==> config.mk <==
export PLATFORM = sky130hd
export DESIGN_NAME = systolic_matmul_engine
export DESIGN_NICKNAME = d
export VERILOG_FILES = /design/src/rtl/systolic_matmul_engine.sv
export SDC_FILE = /design/constraint.sdc
export NUM_CORES = 2
export LEC_CHECK = 0
export BUFFER_PORTS_ARGS = -buffer_cell sky130_fd_sc_hd__buf_2
export CAP_MARGIN = 20
export CORE_MARGIN = 2
export CORE_UTILIZATION = 55
export DETAILED_ROUTE_END_ITERATION = 8
export PLACE_DENSITY = 0.77
export SLEW_MARGIN = 20
export SYNTH_ARGS = -nofsm -noshare
export SYNTH_HDL_FRONTEND = slang
export SYNTH_SLANG_ARGS = --single-unit
==> constraint.sdc <==
create_clock -name clk -period 12.3 [get_ports clk]
set_input_delay 2.46 -clock clk [delete_from_list [all_inputs] [get_ports clk]]
set_output_delay 2.46 -clock clk [all_outputs]
set_load 0.05 [all_outputs]
==> src/rtl/systolic_matmul_engine.sv <==
// Output-stationary N_SIZE x N_SIZE systolic matrix-multiply engine (C = A x B).
// Operand beats (column k of A, row k of B) enter through a valid/ready
// handshake. They are skewed internally and accumulated in place. The array is
// then flushed and C is drained one row per beat under backpressure. Finally
// the engine self-clears for the next job.
// Optional build macro: SYSTOLIC_SIGNED_EN selects two's-complement operands
// and a sign-extended, signed accumulation. Without it, all arithmetic is
// unsigned.
module systolic_matmul_engine #(
  parameter int DATAWIDTH = 8,
  parameter int N_SIZE    = 3,
  parameter int K_MAX     = 16,
  parameter int ACC_WIDTH = 2*DATAWIDTH + $clog2(K_MAX)
) (
  input  logic                          clk,
  input  logic                          rst_n,
  input  logic                          in_valid,
  output logic                          in_ready,
  input  logic                          in_last,
  input  logic [N_SIZE*DATAWIDTH-1:0]   matrix_a_in,
  input  logic [N_SIZE*DATAWIDTH-1:0]   matrix_b_in,
  output logic                          out_valid,
  input  logic                          out_ready,
  output logic                          out_last,
  output logic [$clog2(N_SIZE)-1:0]     out_row,
  output logic [N_SIZE*ACC_WIDTH-1:0]   matrix_c_out,
  output logic                          k_overflow
);

  localparam int DW = DATAWIDTH;
  localparam int N  = N_SIZE;
  localparam int PW = 2*DATAWIDTH;
  localparam int RW = $clog2(N_SIZE);
  localparam int CW = $clog2(K_MAX + 1);
  localparam int FW = $clog2(2*N_SIZE);

  typedef enum logic [1:0] {LOAD, FLUSH, DRAIN} state_t;

  state_t          state;
  logic [CW-1:0]   beat_cnt;
  logic [FW-1:0]   flush_cnt;

  logic            accept;
  logic            job_done;

  logic [DW-1:0]   a_gated [N];
  logic [DW-1:0]   b_gated [N];
  logic [DW-1:0]   a_skew  [N];
  logic [DW-1:0]   b_skew  [N];

  logic [DW-1:0]   a_in    [N][N];
  logic [DW-1:0]   b_in    [N][N];
  logic [DW-1:0]   a_reg   [N][N];
  logic [DW-1:0]   b_reg   [N][N];
  logic [ACC_WIDTH-1:0] prod_ext [N][N];
  logic [ACC_WIDTH-1:0] acc      [N][N];

  logic [RW-1:0]            row_idx;
  logic [N*ACC_WIDTH-1:0]   row_vec;

  assign accept   = in_valid && in_ready;
  assign job_done = out_valid && out_ready && out_last;

  // Unpack the operand beat; non-accepted cycles inject zeros so bubbles add nothing.
  // NOTE: every always_comb output is assigned on every path, so no latch is inferred.
  always_comb begin
    for (int i = 0; i < N; i++) begin
      a_gated[i] = accept ? matrix_a_in[i*DW +: DW] : '0;
      b_gated[i] = accept ? matrix_b_in[i*DW +: DW] : '0;
    end
  end

  // Input skew: row i of A and column i of B are delayed by i cycles.
  assign a_skew[0] = a_gated[0];
  assign b_skew[0] = b_gated[0];

  for (genvar i = 1; i < N; i++) begin : g_skew
    logic [i*DW-1:0] a_chain;
    logic [i*DW-1:0] b_chain;

    // Shift chain of depth i; the oldest element sits in the top slot.
    // NOTE: sequential state uses non-blocking (<=) so all flops update together.
    always_ff @(posedge clk or negedge rst_n) begin
      if (!rst_n) begin
        a_chain <= '0;
        b_chain <= '0;
      end else if (job_done) begin
        a_chain <= '0;
        b_chain <= '0;
      end else begin
        a_chain <= (a_chain << DW) | (i*DW)'(a_gated[i]);
        b_chain <= (b_chain << DW) | (i*DW)'(b_gated[i]);
      end
    end

    assign a_skew[i] = a_chain[i*DW-1 -: DW];
    assign b_skew[i] = b_chain[i*DW-1 -: DW];
  end

  // PE operand routing: a enters on the left edge and b on the top edge.
  always_comb begin
    for (int i = 0; i < N; i++) begin
      a_in[i][0] = a_skew[i];
      b_in[0][i] = b_skew[i];
      for (int j = 1; j < N; j++) begin
        a_in[i][j] = a_reg[i][j-1];
        b_in[j][i] = b_reg[j-1][i];
      end
    end
  end

  // Per-PE product, extended to the accumulator width.
`ifdef SYSTOLIC_SIGNED_EN
  logic signed [PW-1:0] prod [N][N];
  always_comb begin
    for (int i = 0; i < N; i++) begin
      for (int j = 0; j < N; j++) begin
        prod[i][j]     = $signed({{DW{a_in[i][j][DW-1]}}, a_in[i][j]})
                       * $signed({{DW{b_in[i][j][DW-1]}}, b_in[i][j]});
        prod_ext[i][j] = ACC_WIDTH'(prod[i][j]);
      end
    end
  end
`else
  logic [PW-1:0] prod [N][N];
  always_comb begin
    for (int i = 0; i < N; i++) begin
      for (int j = 0; j < N; j++) begin
        prod[i][j]     = {{DW{1'b0}}, a_in[i][j]} * {{DW{1'b0}}, b_in[i][j]};
        prod_ext[i][j] = ACC_WIDTH'(prod[i][j]);
      end
    end
  end
`endif

  // PE array: pass a right and b down, and accumulate in place (wraps modulo 2^ACC_WIDTH).
  // NOTE: these are individual flops, not a RAM, so resetting them costs nothing special.
  always_ff @(posedge clk or negedge rst_n) begin
    if (!rst_n) begin
      for (int i = 0; i < N; i++) begin
        for (int j = 0; j < N; j++) begin
          a_reg[i][j] <= '0;
          b_reg[i][j] <= '0;
          acc[i][j]   <= '0;
        end
      end
    end else begin
      for (int i = 0; i < N; i++) begin
        for (int j = 0; j < N; j++) begin
          if (job_done) begin
            a_reg[i][j] <= '0;
            b_reg[i][j] <= '0;
            acc[i][j]   <= '0;
          end else begin
            a_reg[i][j] <= a_in[i][j];
            b_reg[i][j] <= b_in[i][j];
            acc[i][j]   <= acc[i][j] + prod_ext[i][j];
          end
        end
      end
    end
  end

  // Select the row to present next: row 0 on DRAIN entry, otherwise out_row+1.
  always_comb begin
    row_idx = '0;
    if (state == DRAIN && out_row != RW'(N-1)) row_idx = out_row + RW'(1);
    for (int j = 0; j < N; j++) row_vec[j*ACC_WIDTH +: ACC_WIDTH] = acc[row_idx][j];
  end

  // Control FSM: LOAD beats, FLUSH the pipeline, DRAIN rows, then auto-clear.
  always_ff @(posedge clk or negedge rst_n) begin
    if (!rst_n) begin
      state        <= LOAD;
      in_ready     <= 1'b1;
      out_valid    <= 1'b0;
      out_last     <= 1'b0;
      out_row      <= '0;
      matrix_c_out <= '0;
      k_overflow   <= 1'b0;
      beat_cnt     <= '0;
      flush_cnt    <= '0;
    end else begin
      k_overflow <= 1'b0;
      case (state)
        LOAD: begin
          if (accept) begin
            beat_cnt <= beat_cnt + CW'(1);
            if (in_last || beat_cnt == CW'(K_MAX-1)) begin
              state      <= FLUSH;
              in_ready   <= 1'b0;
              flush_cnt  <= '0;
              k_overflow <= !in_last;
            end
          end
        end
        FLUSH: begin
          // The final product reaches PE(N-1,N-1) 2N-2 edges after the last beat.
          if (flush_cnt == FW'(2*N-2)) begin
            state        <= DRAIN;
            out_valid    <= 1'b1;
            out_row      <= '0;
            out_last     <= 1'b0;
            matrix_c_out <= row_vec;
          end else begin
            flush_cnt <= flush_cnt + FW'(1);
          end
        end
        DRAIN: begin
          if (out_ready) begin
            if (out_last) begin
              state        <= LOAD;
              in_ready     <= 1'b1;
              out_valid    <= 1'b0;
              out_last     <= 1'b0;
              out_row      <= '0;
              matrix_c_out <= '0;
              beat_cnt     <= '0;
            end else begin
              out_row      <= out_row + RW'(1);
              out_last     <= (out_row + RW'(1)) == RW'(N-1);
              matrix_c_out <= row_vec;
            end
          end
        end
        default: state <= LOAD;
      endcase
    end
  end

endmodule
-- Yosys cells after proc, flatten, opt, wreduce, memory -nomap -nowiden
Index checks and enable logic that the tools add are counted.
- word-level logic and storage cells: 160
- bits of input ports: 53
- output and inout port bits: 66
- register bits: 400
- add/sub/neg operators: 12
- bitwise gates (word level): 3
- reduce and logical (&&, ||, !) cells: 16
- multipliers: 9
- magnitude comparators: 1
- muxes and demuxes: 73
- eq/ne operators: 12
- operators with widths (kind ; count):
    2-to-1 mux 60 bit ; 5
    adder 20 x 16 -> 20 bit ; 9
    2-to-1 mux 20 bit ; 9
    2-to-1 mux 8 bit ; 20
    multiplier 8 x 8 -> 16 bit ; 9
    binary-select mux 60 bit (select 2 bit) ; 1
    one-hot mux 60 bit (2 select lines) ; 1
    2-to-1 mux 16 bit ; 2
    OR 16 x 8 -> 16 bit ; 2
    2-to-1 mux 2 bit ; 9
    2-to-1 mux 5 bit ; 3
    != test 2 bit (second input constant) ; 7
    2-to-1 mux 1 bit ; 13
    AND reduction 4 bit ; 3
    one-hot mux 5 bit (2 select lines) ; 1
    AND reduction 5 bit ; 2
    2-to-1 mux 3 bit ; 3
    one-hot mux 1 bit (2 select lines) ; 3
    one-hot mux 2 bit (3 select lines) ; 1
    one-hot mux 3 bit (2 select lines) ; 1
    nonzero test 2 bit ; 3
    adder 5 x 1 -> 5 bit (second input constant) ; 1
    == test 5 x 4 -> 1 bit (second input constant) ; 1
    == test 2 bit (second input constant) ; 2
    other kinds (12) ; 15

-- Longest topological paths before layout
- depth after elaboration: 10
- depth in mapped cells: 20
- depth with buffers taken out: 17

-- Worst setup path after synthesis
Ideal clock, no wire load.
- path kind: input to register
- start point: input port in_valid
- end point: register acc[175] in the netlist's numbering
- cell stages on the path: 19
- path buffers: 3
- path slack: 5.247 ns
- required time: 12.168 ns
- arrival: 6.921 ns
- setup time: 0.132 ns
- cells stage by stage: and2_1 -> clkbuf_1 -> clkbuf_1 -> clkbuf_1 -> nand3_1 -> fa_1 -> fa_1 -> inv_1 -> fa_1 -> inv_1 -> fa_1 -> inv_1 -> ha_1 -> a21o_1 -> a221oi_1 -> a21oi_1 -> a21oi_1 -> xor2_1 -> nor2_1
- cells in the longest elaborated chain, start to end: 5
- elaborated cells on any way between the ends: 6
- those cells by class: add/sub: 1; mul: 1; mux: 3; reduce/logical: 1
- ends and longest elaborated chain (what ; line ; source):
    from (decl) ; 17 ; input logic in_valid,
    logical AND 1 bit (*) ; 61 ; assign accept = in_valid && in_ready;
    2-to-1 mux 8 bit (on tied branches) ; 68, 69 ;
    multiplier 8 x 8 -> 16 bit (*) ; 129 ; prod[i][j] = {{DW{1'b0}}, a_in[i][j]} * {{DW{1'b0}}, b_in[i][j]};
    adder 20 x 16 -> 20 bit (*) ; 157 ; acc[i][j] <= acc[i][j] + prod_ext[i][j];
    2-to-1 mux 20 bit (*) ; 150 ; if (job_done) begin
    to (signal, indexed assignment) ; 157 ;
    to (decl) ; 56 ; logic [ACC_WIDTH-1:0] acc [N][N];
Mark *: on every way between the ends. The rest lies on a longest branch, timed or not.
A chain may end at the register's enable or synchronous reset.

-- Final worst setup path
Same ends and word-level chain as after synthesis.

==> impl_metrics.py <==
metrics = {
    "setup_path": {
        "cp-end-kind": "flip-flop",
        "crit_type": "in2reg",
        "cp_data_arrival_time_ns": 7.76,
        "ff2ff_setup_slack_ns": 6.41,
        "startpoint_type": "primary input",
        "cp.buffers_inverters": 5,
        "crit_family": "adder cells",
        "crit_top_cell": "fa_1",
        "worst_ep_required_time_ns": 12.77,
        "slowest_stage": "and2_2",
        "r2r_start": "in_ready$_DFFE_PN1P_",
        "crit_chain": "buf_2 -> and2_2 -> buf_4 -> nand3_1 -> fa_1 -> fa_1 -> inv_1 -> fa_1 -> inv_1 -> fa_1 -> inv_1 -> ha_1 -> a21o_1 -> a221oi_1 -> a21oi_1 -> a21oi_1 -> xor2_1 -> nor2_1",
        "regToRegEndpoint": "acc[175]$_DFF_PN0_",
        "critPathMaxFanout": 50,
        "r2r_cells": 17,
        "max_stage_delay_ns": 0.59,
    },
    "sta": {
        "relSlewSlack_pct": 26.77,
        "worst_slew_pin_slew_ns": 1.098,
        "hold-worst-slack_ns": 0.4315,
        "fin_tns_setup_ns": 0,
        "finalMaxSlewViolations": 0,
        "min_period_ns": 7.283,
        "setup_viol": 0,
        "skew_ns": 0.02249,
        "period_share_pct": 59.21,
        "hold_viol_final": 0,
        "fmax_ghz": 0.1373,
        "rsz0062_at_grt": "false",
    },
    "power_and_ir_drop": {
        "seqPwrFrac_pct": 46.0,
        "power_leakage_nw": 22.40,
        "intPower_mw": 2.207,
        "clkPwrFrac_pct": 52.5,
        "switching_share_pct": 22.82,
        "p_switching_mw": 0.6523,
        "p_per_area_nw_per_um2": 67.61,
        "peakVddDrop_mv": 0.08852,
        "combPwrFrac_pct": 1.5,
    },
    "placed_design": {
        "numPortBuffers": 118,
        "gp_congestion": 0.9063,
        "hpwl_um": 72220,
    },
    "cts": {
        "clk_latency_ns": 0.61,
        "hold_buffers": 0,
        "postCtsSetupBuffers": 0,
        "clockBufferDepth": 3,
        "cts_resized": 0,
        "numCtsBuffers": 47,
        "htreeDepth": 2,
        "cts_tree": "yes",
        "clkTransAtPathRegs_ns": 0.06,
        "cts-root-buf": "clkbuf_16",
        "cts_sinks": 400,
    },
    "logic_synthesis": {
        "synth.area.top_cells": "dfrtp_1 25%, fa_1 23%, ha_1 12%",
        "synth_top_area_cell": "dfrtp_1",
        "syn_avg_cell_area_um2": 9.308,
        "synthFlopType": "dfrtp_1",
        "netlist.area_leader.share_pct": 25.45,
        "synthTopCellsByCount": "898 x inv_1, 450 x fa_1, 429 x and2_1",
        "synthCells": 4215,
        "yosysSeqAreaShare_pct": 25.52,
        "async_reset_ff_share_pct": 100.0,
        "yosysMostFrequentCell": "inv_1",
        "yosysUniqueCellTypes": 69,
        "synth_seq_cells": 400,
        "syn_nets": 5093,
        "synth-edff-count": 0,
        "syn_area_um2": 39230,
        "ys_warn_count": 0,
    },
    "floorplanning": {
        "die_area_um2": 73480,
        "io_pins": 119,
        "core_area_um2": 70270,
        "start_util_pct": 55.83,
        "die_w_um": 271.1,
        "die_height_um": 271.1,
        "rows": 97,
    },
    "detailed_routing": {
        "routed_wl_um": 95270,
        "first_iter_violations": 2228,
        "routedWlPerCell_um": 18.20,
        "ant_nets": 0,
        "avgViaCountPerCell": 5.539,
        "first_pass_iters": 6,
        "via_count": 29000,
        "drc": 0,
    },
    "global_route": {
        "antenna_found_initial": 8,
        "grt_pass1_wl_um": 158200,
        "use_met3_pct": 4.367,
        "grt_overflow": 0,
        "use_met1_pct": 34.90,
        "met2_usage_pct": 45.27,
        "grt.busiest_layer": "met2",
        "grt_pass1_vias": 30530,
        "grt_max_degree": 165,
        "grtUsageTotal_pct": 26.88,
    },
    "min_path": {
        "hold_path_class": "reg2reg",
        "holdPathStages": 1,
        "hold_end": "g_skew[2].a_chain[10]$_DFF_PN0_",
        "hold_start": "g_skew[2].a_chain[2]$_DFF_PN0_",
    },
    "job": {
        "cap_violations": 0,
    },
    "finish": {
        "syn_to_final_growth_pct": 7.785,
        "design.final.nets": 5134,
        "drive_above_1_share_pct": 5.544,
    },
    "outcome": {
        "status": "completed",
    },
}
==> kinds of logic (layout without fill, tap and decap cells) <==
kind of cell / count (synthesis) / in the layout / synth area share, %
adders and majority gates: 825 / 825 / 34.92
and+or+nand+nor: 1245 / 1245 / 16.31
xor gates and xnor gates: 82 / 82 / 1.831
AOI/OAI and AO/OA: 537 / 537 / 9.191
buffers and inverters: 1038 / 1116 / 9.979
muxes: 88 / 88 / 2.248
DFF: 400 / 400 / 25.52
other: 0 / 3 / 0
==> worst reg2reg max path: cells and delay by family, from the launching register on <==
kind / cells / cell delay [ns]
and+or+nand+nor: 3 / 0.85
DFF: 1 / 0.61
buffers and inverters: 4 / 0.71
AOI/OAI and AO/OA: 4 / 1.15
xor gates and xnor gates: 1 / 0.16
adders and majority gates: 5 / 2.27
==> how the worst max path moves through the flow <==
stage	to	start	depth (start not counted)
2_1_floorplan	acc[175]$_DFF_PN0_	in_valid	19
3_3_place_gp	acc[175]$_DFF_PN0_	in_valid	18
3_5_place_dp	acc[175]$_DFF_PN0_	in_valid	18
6_report	acc[175]$_DFF_PN0_	in_valid	18
5_1_grt	acc[175]$_DFF_PN0_	in_valid	18
4_1_cts	acc[175]$_DFF_PN0_	in_valid	18
==> layer usage <==
metal / vias to the layer above / part of all wire [%] / wire [um]
met5: - / 0.060 / 57
met4: 10 / 3.8 / 3635
met3: 206 / 6.0 / 5715
met2: 809 / 49 / 46500
met1: 14590 / 41 / 39370
li1: 13390 / - / -
==> cell type report <==
class,count,area (um^2)
Inverter,898,3371
Tap cell,940,1176
Multi-Input combinational cell,2777,25360
Timing Repair Buffer,132,721.9
Clock buffer,67,1363
Sequential cell,400,10010
Fill cell,5860,27980
Clock inverter,19,277.8
Antenna cell,3,7.507
==> sequential cells by signal, summed over array words and instances, names as in the netlist <==
| signal | count |
|---|---|
| acc | 180 |
| matrix_c_out | 60 |
| a_in | 48 |
| b_in | 48 |
| g_skew.a_chain | 24 |
| g_skew.b_chain | 24 |
| beat_cnt | 5 |
| flush_cnt | 3 |
| out_row | 2 |
| state | 2 |
| in_ready | 1 |
| k_overflow | 1 |
| out_last | 1 |
| out_valid | 1 |
==> cell usage in the layout (no fill, tap or decap), types with 18 or more instances in the layout <==
master and n:
xor2_1 38, mux2i_1 87, dfrtp_1 398, a22o_1 62, and3_1 97, nand2_1 358
inv_1 898, a31oi_1 22, fa_1 450, a21oi_1 94, o21a_1 18, clkbuf_16 48
nor2_1 150, ha_1 375, and2_1 428, buf_2 117, a211oi_1 40, a21o_1 56
o21ai_0 140, nor3_1 32, xnor2_1 44, nand3_1 90, nand2b_1 34
==> through the flow <==
stage | setup slack, ns | utilization [%] | cells | total power, mW | area [um^2]
2_1_floorplan | 5.247 | - | 4215 | 1.341 | 39230
3_3_place_gp | 4.525 | 57.83 | 5147 | 1.385 | 40640
3_5_place_dp | 4.429 | 57.83 | 5147 | 1.385 | 40640
4_1_cts | 5.060 | 60.16 | 5233 | 2.874 | 42280
5_1_grt | 4.692 | 60.17 | 5233 | 2.937 | 42280
6_report | 5.017 | 60.18 | 5236 | 2.859 | 42290
==> power groups by stage <==
stage,clock (mW),combinational [mW],sequential (mW)
finish,1.50,0.0429,1.32
global placement,0,0.0450,1.34
detailed placement,0,0.0452,1.34
global route,1.57,0.0498,1.32
floorplan,0,0.000890,1.34
CTS,1.51,0.0453,1.32
(Power assumes the default switching activity.)
